===== src/rtl/mem_arbiter.sv =====
// Two-port (fetch/data) arbiter in front of one shared variable-latency memory port.
// Optional MEM_ARB_ROUND_ROBIN_EN alternates grants on ties; default is data-first priority.
module mem_arbiter #(
  parameter int unsigned ADDR_W  = 32,
  parameter int unsigned DATA_W  = 32,
  parameter int unsigned TIMEOUT = 255
) (
  input  logic                  clk,
  input  logic                  reset,
  input  logic                  if_req,
  input  logic [ADDR_W-1:0]     if_addr,
  output logic [DATA_W-1:0]     if_rdata,
  output logic                  if_ack,
  input  logic                  d_req,
  input  logic                  d_we,
  input  logic [ADDR_W-1:0]     d_addr,
  input  logic [DATA_W-1:0]     d_wdata,
  input  logic [DATA_W/8-1:0]   d_wstrb,
  output logic [DATA_W-1:0]     d_rdata,
  output logic                  d_ack,
  output logic                  m_req,
  output logic                  m_we,
  output logic [ADDR_W-1:0]     m_addr,
  output logic [DATA_W-1:0]     m_wdata,
  output logic [DATA_W/8-1:0]   m_wstrb,
  input  logic [DATA_W-1:0]     m_rdata,
  input  logic                  m_ack,
  output logic                  err,
  output logic                  grant,
  output logic                  busy
);

  typedef enum logic [1:0] {StIdle, StMem, StResp} state_e;

  localparam logic [7:0] TimeoutCnt = 8'(TIMEOUT);

  state_e              r_state, w_state_d;
  logic [7:0]          r_cnt;
  logic                w_any_req, w_pick_d, w_issue, w_timeout, w_done;
  logic                w_m_req_d, w_busy_d, w_if_ack_d, w_d_ack_d, w_err_d;
  logic [DATA_W-1:0]   w_rdata_d;

  logic                r_m_req, r_m_we, r_grant, r_busy, r_if_ack, r_d_ack, r_err;
  logic [ADDR_W-1:0]   r_m_addr;
  logic [DATA_W-1:0]   r_m_wdata, r_if_rdata, r_d_rdata;
  logic [DATA_W/8-1:0] r_m_wstrb;

  assign w_any_req = if_req | d_req;
  assign w_issue   = (r_state == StIdle) && w_any_req;

`ifdef MEM_ARB_ROUND_ROBIN_EN
  logic r_last_grant;

  // On a tie the previous loser wins; reset value (fetch) hands the first tie to data.
  assign w_pick_d = (if_req & d_req) ? ~r_last_grant : d_req;

  always_ff @(posedge clk or negedge reset) begin
    if (!reset) begin
      r_last_grant <= 1'b0;
    end else if (w_issue) begin
      r_last_grant <= w_pick_d;
    end
  end
`else
  assign w_pick_d = d_req;
`endif

  assign w_timeout = (r_cnt >= TimeoutCnt);
  assign w_done    = (r_state == StMem) && (m_ack || w_timeout);

  always_ff @(posedge clk or negedge reset) begin
    if (!reset) begin
      r_state <= StIdle;
    end else begin
      r_state <= w_state_d;
    end
  end

  always_comb begin
    w_state_d = r_state;
    unique case (r_state)
      StIdle:  if (w_any_req) w_state_d = StMem;
      StMem:   if (m_ack || w_timeout) w_state_d = StResp;
      StResp:  w_state_d = StIdle;
      default: w_state_d = StIdle;
    endcase
  end

  // Next values for the registered outputs; m_ack wins over a same-cycle timeout.
  always_comb begin
    w_m_req_d  = (w_state_d == StMem);
    w_busy_d   = (w_state_d != StIdle);
    w_if_ack_d = w_done & ~r_grant;
    w_d_ack_d  = w_done & r_grant;
    w_err_d    = w_done & ~m_ack;
    w_rdata_d  = (w_done && m_ack) ? m_rdata : '0;
  end

  // Saturating wait counter, cleared while idle.
  always_ff @(posedge clk or negedge reset) begin
    if (!reset) begin
      r_cnt <= 8'd0;
    end else if (r_state == StIdle) begin
      r_cnt <= 8'd0;
    end else if (r_state == StMem && r_cnt != 8'hFF) begin
      r_cnt <= r_cnt + 8'd1;
    end
  end

  always_ff @(posedge clk or negedge reset) begin
    if (!reset) begin
      r_m_req    <= 1'b0;
      r_busy     <= 1'b0;
      r_if_ack   <= 1'b0;
      r_d_ack    <= 1'b0;
      r_err      <= 1'b0;
      r_if_rdata <= '0;
      r_d_rdata  <= '0;
      r_grant    <= 1'b0;
      r_m_we     <= 1'b0;
      r_m_addr   <= '0;
      r_m_wdata  <= '0;
      r_m_wstrb  <= '0;
    end else begin
      r_m_req    <= w_m_req_d;
      r_busy     <= w_busy_d;
      r_if_ack   <= w_if_ack_d;
      r_d_ack    <= w_d_ack_d;
      r_err      <= w_err_d;
      r_if_rdata <= w_if_ack_d ? w_rdata_d : '0;
      r_d_rdata  <= w_d_ack_d ? w_rdata_d : '0;
      if (w_issue) begin
        r_grant   <= w_pick_d;
        r_m_we    <= w_pick_d & d_we;
        r_m_addr  <= w_pick_d ? d_addr : if_addr;
        r_m_wdata <= w_pick_d ? d_wdata : '0;
        r_m_wstrb <= w_pick_d ? d_wstrb : '0;
      end
    end
  end

  assign m_req    = r_m_req;
  assign m_we     = r_m_we;
  assign m_addr   = r_m_addr;
  assign m_wdata  = r_m_wdata;
  assign m_wstrb  = r_m_wstrb;
  assign if_ack   = r_if_ack;
  assign d_ack    = r_d_ack;
  assign if_rdata = r_if_rdata;
  assign d_rdata  = r_d_rdata;
  assign err      = r_err;
  assign grant    = r_grant;
  assign busy     = r_busy;

endmodule


===== config.mk =====
export PLATFORM = sky130hd
export DESIGN_NAME = mem_arbiter
export DESIGN_NICKNAME = d
export VERILOG_FILES = /design/src/rtl/mem_arbiter.sv
export SDC_FILE = /design/constraint.sdc
export NUM_CORES = 1
export LEC_CHECK = 0
export ABC_AREA = 0
export CAP_MARGIN = 20
export CELL_PAD_IN_SITES_DETAIL_PLACEMENT = 0
export CELL_PAD_IN_SITES_GLOBAL_PLACEMENT = 1
export CORE_MARGIN = 2
export CORE_UTILIZATION = 24
export CTS_CLUSTER_SIZE = 16
export DETAILED_ROUTE_END_ITERATION = 12
export PLACE_DENSITY_LB_ADDON = 0.3
export SLEW_MARGIN = 0
export SYNTH_ARGS = -nofsm -noshare
export SYNTH_HDL_FRONTEND = slang
export SYNTH_SLANG_ARGS = --single-unit

===== constraint.sdc =====
create_clock -name clk -period 1.39 [get_ports clk]
set_clock_uncertainty 0.1 [all_clocks]
set_input_delay 0.2085 -clock clk [delete_from_list [all_inputs] [get_ports clk]]
set_output_delay 0.2085 -clock clk [all_outputs]
set_load 0.1 [all_outputs]

==> impl_metrics.csv <==
group,metric,value,unit
outcome,status,"finished with violations",
outcome,violations,"negative setup slack",
global_route,antenna_found_initial,1,
yosys,syn_nets,533,
yosys,synth_sequential_area_ratio,65.4,%
floorplan,rows,56,
timing,worst_pin_slew,279,ps
global_route,grt_max_degree,42,
finish,final_util,49.8,%
finish,drive_gt1_share,47.2,%
finish,final_cell_count_no_fill,1057,
finish,antenna_cells,0,
detailed_routing,antenna_left,0,
clocking,clkLatencyLatePin,410,ps
finish,fill_cells,2048,
place,placed_cells,993,
worst_setup_path,critical_path_required,1640,ps
timing,clock.fmax,0.670,GHz
timing,timing.final.crit_share,107,%
detailed_routing,wl_per_cell,18.9,um
global_route,grt.total_usage,14.4,%
clocking,cts_tree,"yes",
pwr,vdd_ir_drop_max,0.00141,V
timing,period_needed,1490,ps
finish,syn_to_final_growth,104,%
clocking,cts_buffer_depth,2,
yosys,synthDominantCellAreaShare,65.4,%
worst_setup_path,r2r_end,"if_rdata[21]",
floorplan,die-area,25000,um2
floorplan,die_h,158,um
yosys,synth-seq-cells,149,
floorplan,die_w,158,um
yosys,ys.flop_type,"dfrtp_1",
detailed_routing,drt-pass1-iter-count,4,
timing,tns,-7760,ps
pwr,p_per_area,2630,nW/um2
timing,rsz0062_at_grt,"true",
global_route,grt_pass1_vias,4820,
worst_setup_path,r2r-start,"r_state[0]",
clocking,path_clk_slew,60,ps
clocking,htree_levels,4,
clocking,cts.sinks,149,
place,gp_congestion,0.738,
place,portBuffers,276,
clocking,cts-root-buf,"clkbuf_16",
timing,setup_viol,118,
worst_setup_path,r2r_cells,6,
yosys,synth_top_cells_by_area,"dfrtp_1 65%, mux2_2 13%, and2_1 7.1%",
yosys,syn_avg_cell_area,14.5,um2
pwr,leakagePower,5.14,nW
yosys,netlist_area,5700,um2
detailed_routing,viasPerCell,4.26,
timing,setup_ws,-102,ps
finish,seqCellArea,3730,um2
yosys,synth_cell_types,37,
yosys,synth_async_sr_flop_share,100,%
timing,slew_viol_final,0,
detailed_routing,drc,0,
worst_setup_path,critPathMaxFanout,8,
floorplan,start_util,24.4,%
global_route,grt_remaining_overflow,0,
finish,mostFrequentLayoutCell,"buf_12",
detailed_routing,drt_wl_total,20000,um
timing,hold_viol,0,
timing,max-slew-margin-rel,81.4,%
clocking,cts_buffers,17,
finish,multi_input_area,1960,um2
pwr,power.total,30.6,mW
worst_setup_path,crit_type,"reg2reg",
yosys,yosysTopAreaCell,"dfrtp_1",
worst_setup_path,start_kind,"flip-flop",
yosys,yosys_warnings,0,
global_route,grt_pass1_wl,27000,um
detailed_routing,vias,4498,
finish,mostFrequentLayoutCells,"148 x buf_12, 146 x dfrtp_1, 135 x clkdlybuf4s50_1",
worst_setup_path,cp.arrival,1740,ps
yosys,syn-instance-count,394,
finish,finalNetCount,864,
floorplan,io_pins,277,
worst_setup_path,crit_path_end_kind,"flip-flop",
floorplan,core_area,23400,um2
detailed_routing,drtIter0Drc,162,
worst_hold_path,hp-class,"in2async",
place,dp_hpwl,13600,um
yosys,synth_edf_count,0,
worst_setup_path,rrSetupSlack,-100,ps
run,cap_violations,0,
==> timing repair <==
| item | 4_1_cts | 5_1_grt |
|---|---|---|
| endpoints found under the setup margin | 141 | 114 |
| buffers inserted | 6 | 14 |
| gates cloned | 3 | 11 |
| hold endpoints to repair | 149 | 0 |
| gates resized for setup | 16 | 50 |
| hold buffers | 1 | 0 |
| pin swaps | 0 | 44 |
==> synthesized netlist by cell type (2+ instances only) <==
cell type and number:
nand4_1 2, nand3_1 3, nand2_1 7, buf_2 9, o31ai_1 4, a31oi_1 2
clkbuf_1 8, nor2_1 4, and2_1 65, a22o_1 37, buf_4 4, buf_6 2
clkbuf_2 3, and4b_1 2, mux2_2 64, nor3_1 3, dfrtp_1 149, and4_1 2
a21oi_1 5, and3_1 2
==> critical path: stages (launching register included) <==
cell	delay [ps]
dfrtp_2	420
buf_6	140
nand2b_4	60
nor3b_4	240
buf_6	170
buf_8	140
and2_1	140
==> worst max-delay path by stage <==
stage | from | slack [ps] | end | depth (start not counted)
2_1_floorplan | r_cnt[0] | -40 | r_cnt[1] | 5
3_3_place_gp | if_req | -300 | m_addr[27] | 4
3_5_place_dp | if_req | -340 | m_addr[28] | 4
4_1_cts | grant | -130 | grant | 2
5_1_grt | r_state[0] | -150 | if_rdata[14] | 6
6_report | r_state[0] | -100 | if_rdata[21] | 6
==> metal layers <==
| layer | part of all wire (%) | track usage [%] | vias to the layer above |
|---|---|---|---|
| li1 | - | - | 2054 |
| met1 | 37 | 15.7 | 2196 |
| met2 | 49 | 24.2 | 228 |
| met3 | 12 | 7.77 | 18 |
| met4 | 1.2 | 4.42 | 2 |
| met5 | 0.045 | 0 | - |
==> report_power, final <==
group | internal [mW] | switching [mW] | total [mW]
Clock | 2.56 | 1.97 | 4.53
Sequential | 5.63 | 1.36 | 7.00
Combinational | 7.51 | 11.6 | 19.1
Total | 15.7 | 14.9 | 30.6
==> area by class of cell <==
class | instances | share of cell area, %
Inverter | 1 | 0.0537
Clock buffer | 18 | 3.77
Tap cell | 319 | 3.43
Multi-Input combinational cell | 218 | 16.9
Sequential cell | 149 | 32.1
Clock inverter | 14 | 1.21
Timing Repair Buffer | 338 | 42.6
==> cells by family (layout without fill, tap and decap cells) <==
| family | count (synthesis) | after routing | share of synthesized area [%] |
|---|---|---|---|
| adders and majority gates | 1 | 1 | 0.219 |
| AOI/OAI and AO/OA | 59 | 59 | 8.65 |
| DFF | 149 | 149 | 65.4 |
| buffers and inverters | 27 | 371 | 2.57 |
| and+or+nand+nor | 94 | 94 | 10.5 |
| muxes | 64 | 64 | 12.6 |
==> sequential cells by signal, indices dropped and copies added, names as in the netlist <==
register,flops
if_ack,1
if_rdata,32
r_state,2
grant,1
m_we,1
m_addr,32
d_rdata,32
r_cnt,8
m_req,1
m_wdata,32
busy,1
err,1
m_wstrb,4
d_ack,1
==> per-stage QoR <==
step	setup WS [ps]	instance area, um2	hold WS [ps]
finish	-102	11700	123
global route	-150	11700	125
CTS	-125	11200	103
detailed placement	-338	10500	-5.81
global placement	-303	10500	-10.4
floorplan	-40.0	5730	-187
Note: power is estimated with default switching activity, not from simulation.
